**config.mk**
```make
export PLATFORM = sky130hd
export DESIGN_NAME = input_conditioner
export DESIGN_NICKNAME = d
export VERILOG_FILES = /design/src/rtl/input_conditioner.sv
export SDC_FILE = /design/constraint.sdc
export NUM_CORES = 1
export LEC_CHECK = 0
export BUFFER_PORTS_ARGS = -buffer_cell sky130_fd_sc_hd__buf_2
export CAP_MARGIN = 15
export CORE_MARGIN = 3
export CORE_UTILIZATION = 67
export CTS_CLUSTER_SIZE = 8
export DETAILED_ROUTE_END_ITERATION = 8
export GPL_TIMING_DRIVEN = 0
export PLACE_DENSITY = 0.95
export SLEW_MARGIN = 15
export SYNTH_ARGS = -nofsm -noshare
export SYNTH_HDL_FRONTEND = slang
export SYNTH_SLANG_ARGS = --single-unit
```
**constraint.sdc**
```tcl
create_clock -name clk -period 3.3 [get_ports clk]
set_input_delay 0.165 -clock clk [delete_from_list [all_inputs] [get_ports clk]]
set_output_delay 0.165 -clock clk [all_outputs]
set_load 0.01 [all_outputs]
```
**src/rtl/input_conditioner.sv**
```systemverilog
// Per-channel synchroniser, debouncer and edge detector for asynchronous button inputs.
// Define INPUT_CONDITIONER_REPEAT_EN to build the auto-repeat pulse generator; otherwise rpt is tied low.
module input_conditioner #(
    parameter int CHANNELS      = 6,
    parameter int DB_OVERFLOW   = 100000000,
    parameter int SYNC_STAGES   = 2,
    parameter int REPEAT_DELAY  = 50000000,
    parameter int REPEAT_PERIOD = 10000000
) (
    input  logic                clk,
    input  logic                reset,
    input  logic [CHANNELS-1:0] raw,
    output logic [CHANNELS-1:0] level,
    output logic [CHANNELS-1:0] rise,
    output logic [CHANNELS-1:0] fall,
    output logic [CHANNELS-1:0] rpt
);

    localparam int CW = $clog2(longint'(DB_OVERFLOW) + 1);
    localparam logic [CW-1:0] DB_LAST = CW'(DB_OVERFLOW - 1);

    typedef enum logic {
        ST_STABLE,
        ST_PENDING
    } db_state_t;

    if (CHANNELS < 1 || CHANNELS > 32 || DB_OVERFLOW < 1 || SYNC_STAGES < 2 ||
        SYNC_STAGES > 4 || REPEAT_DELAY < 1 || REPEAT_PERIOD < 1) begin : g_param_check
        $error("input_conditioner: illegal parameter value");
    end

    logic [CHANNELS-1:0] sync_q [SYNC_STAGES];
    logic [CHANNELS-1:0] sync_d [SYNC_STAGES];
    logic [CHANNELS-1:0] synced;
    logic [CW-1:0]       cnt_q  [CHANNELS];
    logic [CW-1:0]       cnt_d  [CHANNELS];
    db_state_t           state  [CHANNELS];
    logic [CHANNELS-1:0] level_q, level_d;
    logic [CHANNELS-1:0] rise_q, rise_d;
    logic [CHANNELS-1:0] fall_q, fall_d;

    always_comb begin
        sync_d[0] = raw;
        for (int unsigned s = 1; s < SYNC_STAGES; s++) begin
            sync_d[s] = sync_q[s-1];
        end
    end

    assign synced = sync_q[SYNC_STAGES-1];

    // State is implied by synced vs level; the counter only runs while they differ.
    always_comb begin
        level_d = level_q;
        rise_d  = '0;
        fall_d  = '0;
        for (int unsigned ch = 0; ch < CHANNELS; ch++) begin
            cnt_d[ch] = '0;
            state[ch] = (synced[ch] == level_q[ch]) ? ST_STABLE : ST_PENDING;
            case (state[ch])
                ST_STABLE: cnt_d[ch] = '0;
                ST_PENDING: begin
                    if (cnt_q[ch] == DB_LAST) begin
                        level_d[ch] = ~level_q[ch];
                        rise_d[ch]  = ~level_q[ch];
                        fall_d[ch]  = level_q[ch];
                    end else begin
                        cnt_d[ch] = cnt_q[ch] + CW'(1);
                    end
                end
                default: cnt_d[ch] = '0;
            endcase
        end
    end

    always_ff @(posedge clk or negedge reset) begin
        if (!reset) begin
            for (int unsigned s = 0; s < SYNC_STAGES; s++) begin
                sync_q[s] <= '0;
            end
            for (int unsigned ch = 0; ch < CHANNELS; ch++) begin
                cnt_q[ch] <= '0;
            end
            level_q <= '0;
            rise_q  <= '0;
            fall_q  <= '0;
        end else begin
            for (int unsigned s = 0; s < SYNC_STAGES; s++) begin
                sync_q[s] <= sync_d[s];
            end
            for (int unsigned ch = 0; ch < CHANNELS; ch++) begin
                cnt_q[ch] <= cnt_d[ch];
            end
            level_q <= level_d;
            rise_q  <= rise_d;
            fall_q  <= fall_d;
        end
    end

    assign level = level_q;
    assign rise  = rise_q;
    assign fall  = fall_q;

`ifdef INPUT_CONDITIONER_REPEAT_EN
    localparam int RMAX = (REPEAT_DELAY > REPEAT_PERIOD) ? REPEAT_DELAY : REPEAT_PERIOD;
    localparam int RW   = $clog2(longint'(RMAX) + 1);

    logic [RW-1:0]       rcnt_q [CHANNELS];
    logic [RW-1:0]       rcnt_d [CHANNELS];
    logic [CHANNELS-1:0] rpt_q, rpt_d;

    // Down-counter loaded on the rising edge; a pulse fires when it expires, then reloads with the period.
    always_comb begin
        rpt_d = '0;
        for (int unsigned ch = 0; ch < CHANNELS; ch++) begin
            rcnt_d[ch] = rcnt_q[ch];
            if (rise_d[ch]) begin
                rcnt_d[ch] = RW'(REPEAT_DELAY);
            end else if (!level_d[ch]) begin
                rcnt_d[ch] = '0;
            end else if (rcnt_q[ch] == RW'(1)) begin
                rpt_d[ch]  = 1'b1;
                rcnt_d[ch] = RW'(REPEAT_PERIOD);
            end else if (rcnt_q[ch] != '0) begin
                rcnt_d[ch] = rcnt_q[ch] - RW'(1);
            end
        end
    end

    always_ff @(posedge clk or negedge reset) begin
        if (!reset) begin
            for (int unsigned ch = 0; ch < CHANNELS; ch++) begin
                rcnt_q[ch] <= '0;
            end
            rpt_q <= '0;
        end else begin
            for (int unsigned ch = 0; ch < CHANNELS; ch++) begin
                rcnt_q[ch] <= rcnt_d[ch];
            end
            rpt_q <= rpt_d;
        end
    end

    assign rpt = rpt_q;
`else
    assign rpt = '0;
`endif

endmodule
```
### Word level (Yosys, flattened, before mapping)

Cells that the tools add are included.

* eq/ne operators: 12
* mux-type cells: 42
* reduce and logical (&&, ||, !) cells: 6
* div/mod/pow operators: 0
* magnitude comparators: 0
* $mul: 0
* bitwise operators: 12
* add/subtract/negate cells: 6
* shifts and indexed selects: 0

Operator list (number)
* 27-bit one-hot mux with 2 select lines: 6
* 27-bit by 1-bit adder with 27-bit output, second input constant: 6
* 27-bit equality test, second input constant: 6
* 27-bit two-way mux: 6
* 1-bit two-way mux: 30
* 1-bit NOT: 12
* 2-bit AND reduction: 6
* 1-bit equality test: 6

* ROM bits: 0
* register bits after elaboration: 192
* word-level logic and storage cells: 94
* bits in latches: 0
* output and inout bits: 24
* memories kept: 0
* memory bits (writable): 0

### Logic depth before layout (Yosys ltp)

* depth in word-level cells: 3
* gate-level depth with buffers: 7
* gate-level depth less buffers: 5

### Least setup slack after synthesis

No wires, ideal clock.

* path kind: register -> register
* start point: reg cnt_q[81] (netlist bit)
* end point: reg cnt_q[107] (netlist bit)
* setup slack: 1.223 ns
* path buffers: 1
* cell stages (with the launch flop): 7
* arrival time: 1.999 ns
* data required time: 3.222 ns
* library setup time: 0.078 ns
* cells stage by stage: dfrtp_1 > ha_1 > nand4_4 > or4_1 > buf_2 > or4_1 > a21oi_1

RTL lines
* start: declaration: RTL line 35 `logic [CW-1:0] cnt_q [CHANNELS];`
* start signal: indexed assignment: RTL line 91 `cnt_q[ch] <= cnt_d[ch];`

==> metrics.md <==
| Metric | Value |
|---|---|
| Synth-to-Final Area Change | `12.1%` |
| LEAKAGE | `4.15 nW` |
| Fmax | `403 MHz` |
| Initial Util | `69.9%` |
| Area contributors post-synth | `dfrtp_1 51%, xnor2_1 5.5%, nor2_1 3.9%` |
| H-tree level count | `4` |
| Detailed-route DRC error count | `0` |
| CP max stage delay | `750 ps` |
| Cell taking the most area after synthesis | `dfrtp_1` |
| FF-to-FF path depth | `6` |
| Top Family by Delay on Critical Path | `compound AO/OA/AOI/OAI gates` |
| Global-route wire length before repair | `36600 µm` |
| Synthesized area | `9440 µm²` |
| Antenna violations before repair | `0` |
| Gpl congestion | `0.859` |
| Final Hold Viols | `0` |
| Slew @ Worst Pin | `849 ps` |
| Maxcap violations | `0` |
| Detailed Routing Iterations Pass 1 | `8` |
| Cts bufs inserted | `17` |
| HP Class | `in2async` |
| Final Cycle Share | `75.1%` |
| Critical path type | `reg2reg` |
| Via/cell ratio | `6.51` |
| Final instance area | `10600 µm²` |
| Power per cell area | `453 nW/µm²` |
| CP Cell Sequence | `ha_1 > and4_1 > nand4_1 > o31ai_1 > clkbuf_1 > nor2_1` |
| Slew margin rel. | `42.9%` |
| Filler instances | `816` |
| Clock root buffer | `clkbuf_16` |
| Critical Path AT | `2780 ps` |
| Largest net degree at the start of global routing | `75` |
| Worst path bufs/invs | `1` |
| Clock latency on the worst-skew pair | `430 ps` |
| Die Wd | `125 µm` |
| Clk_skew | `7.84 ps` |
| Iteration-0 DRC Markers | `695` |
| RSZ-0062 raised after global routing | `no` |
| Post-CTS Resized | `0` |
| Worst-path maximum fanout | `10` |
| Post-synthesis sequential area ratio | `50.9%` |
| Clock Sinks | `192` |
| Ant diodes | `0` |
| Post-synth EDFFs | `0` |
| Most used DFF post-synth | `dfrtp_1` |
| Total chip power | `4.79 mW` |
| Die area | `15500 µm²` |
| Number of global-route vias before repair | `7824` |
| Setup TNS | `0 ps` |
| Critical Path Sink Type | `register` |
| Final Max Slew Viols | `0` |
| Wire per inst | `17.9 µm` |
| Count of state elements after synthesis | `192` |
| Fin nets | `1031` |
| Max rail drop VDD | `0.478 mV` |
| Worst-path clk slew | `60 ps` |
| # IOs | `32` |
| Synth top area share | `50.9%` |
| Total grt overflow | `0` |
| Port bufs | `25` |
| Synthesized area per cell | `9.84 µm²` |
| CP max-delay cell | `o31ai_1` |
| R2r setup slk | `820 ps` |
| R2R Path End | `cnt_q[4]` |
| Via count | `7847` |
| Fin crit period | `2480 ps` |
| CTS tree | `built` |
| GRT Util Overall | `28.0%` |
| Die H | `125 µm` |
| DRT Wirelength | `21600 µm` |
| Required @ worst endpoint | `3600 ps` |
| Final hold slack | `243 ps` |
| Post-synth ARST share | `100%` |
| Outcome | `finished, final reports clean` |
| Share of cells above drive strength 1 | `8.55%` |
| DP HPWL | `13900 µm` |
| Post-CTS Setup Bufs | `0` |
| Yosys warnings | `0` |
| Site Rows | `42` |
| ANT nets after route | `0` |
| Post-DP Area | `9870 µm²` |
| Crit Reg-Reg Startpoint | `cnt_q[0]` |
| Unique masters post-synth | `50` |
| Count of final setup violators | `0` |
| Clk buf depth | `2` |
| Synthesized instance count | `959` |
| CORE AREA | `13500 µm²` |
| CP startpoint kind | `register` |
[metal layers]
layer | wire length (µm) | GRT usage (%) | vias up
met1 | 8810 | 35.1 | 3834
met3 | 1110 | 5.06 | 54
met2 | 11200 | 48.4 | 315
li1 | - | - | 3644
met4 | 481 | 11.0 | 0
met5 | 0 | 0 | -
[worst register-to-register path, stage by stage (launching register included)]
cell and delay (ps):
dfrtp_1 390, ha_1 250, and4_1 280, nand4_1 130
o31ai_1 750, clkbuf_1 450, nor2_1 110
[cell type report]
| cell class | count | area [µm²] | share of cell area [%] |
|---|---|---|---|
| flip-flops and latches | 192 | 4800 | 45.4 |
| multi-input cells | 714 | 4390 | 41.5 |
| clock buffers | 23 | 488 | 4.61 |
| repair buffers | 34 | 260 | 2.46 |
| well taps | 176 | 220 | 2.08 |
| plain buffers | 37 | 179 | 1.69 |
| clock inverters | 8 | 151 | 1.43 |
| inverters | 21 | 78.8 | 0.745 |
[Yosys cell counts, drive strengths merged, types with 6 or more instances]
cell type / n
nand3: 61
nor4b: 6
o31ai: 39
nand4: 45
a21oi: 71
and3: 18
or3: 32
nor4: 23
clkbuf: 22
mux2: 6
buf: 15
nor3: 16
o21ai: 35
and4: 15
xor2: 26
xnor2: 59
dfrtp: 192
nor2: 98
ha: 6
or4: 50
nand2: 60
nor3b: 12
inv: 21
[state kept, by name, indices dropped and copies added, names as in the netlist]
register  flops
sync_d        6
cnt_q       162
synced        6
level         6
fall          6
rise          6
[repair_timing]
item                                    CTS  global route
hold buffers                              7             0
endpoints found under the setup margin    0             0
endpoints found under the hold margin    55             0
[power by group]
group          total [mW]  internal [mW]  switching [mW]
registers            2.41           2.38          0.0297
clock network        2.23           1.35           0.882
logic               0.154         0.0478           0.106
[kinds of logic after synthesis]
group / count (synthesis) / synth area share, %
flip-flops: 192 / 50.9
AND/OR/NAND/NOR: 457 / 27.4
multiplexers: 7 / 0.822
other: 1 / 0.0397
buffers and inverters: 58 / 2.73
XOR/XNOR: 85 / 7.89
AO/OA/AOI/OAI: 153 / 9.47
adder cells (fa/ha/maj): 6 / 0.795
[per-stage QoR]
| stage | util (%) | setup slack [ps] | std cells |
|---|---|---|---|
| after floorplan | - | 1220 | 964 |
| after global placement | 72.6 | -934 | 1165 |
| after detailed placement | 73.1 | 857 | 1167 |
| after CTS | 78.3 | 839 | 1205 |
| after global routing | 78.3 | 645 | 1205 |
| final | 78.3 | 821 | 1205 |
[worst max path at each step]
stage                    from         end  slack [ps]  depth (start not counted)
finish               cnt_q[0]    cnt_q[4]         820                          6
global route        cnt_q[82]   cnt_q[85]         640                          6
CTS                  cnt_q[0]    cnt_q[4]         840                          6
detailed placement   cnt_q[0]    cnt_q[4]         860                          6
global placement        reset    cnt_q[9]        -930                          1
floorplan           cnt_q[81]  cnt_q[107]        1220                          6
[cell usage in the layout (no fill, tap or decap), types with 5 or more instances in the layout]
cell type	count
a21oi_1	71
and2_1	5
and3_1	18
and4_1	15
buf_2	32
buf_4	6
clkbuf_1	24
clkbuf_16	17
conb_1	6
dfrtp_1	192
dlygate4sd3_1	7
ha_1	6
inv_1	21
mux2_2	6
nand2_1	60
nand3_1	59
nand4_1	42
nor2_1	98
nor3_1	16
nor3b_1	12
nor4_1	23
nor4b_1	6
o21ai_0	32
o31ai_1	39
or3_1	32
or4_1	49
xnor2_1	59
xor2_1	26
No activity file was read; power rests on OpenSTA's default activity.
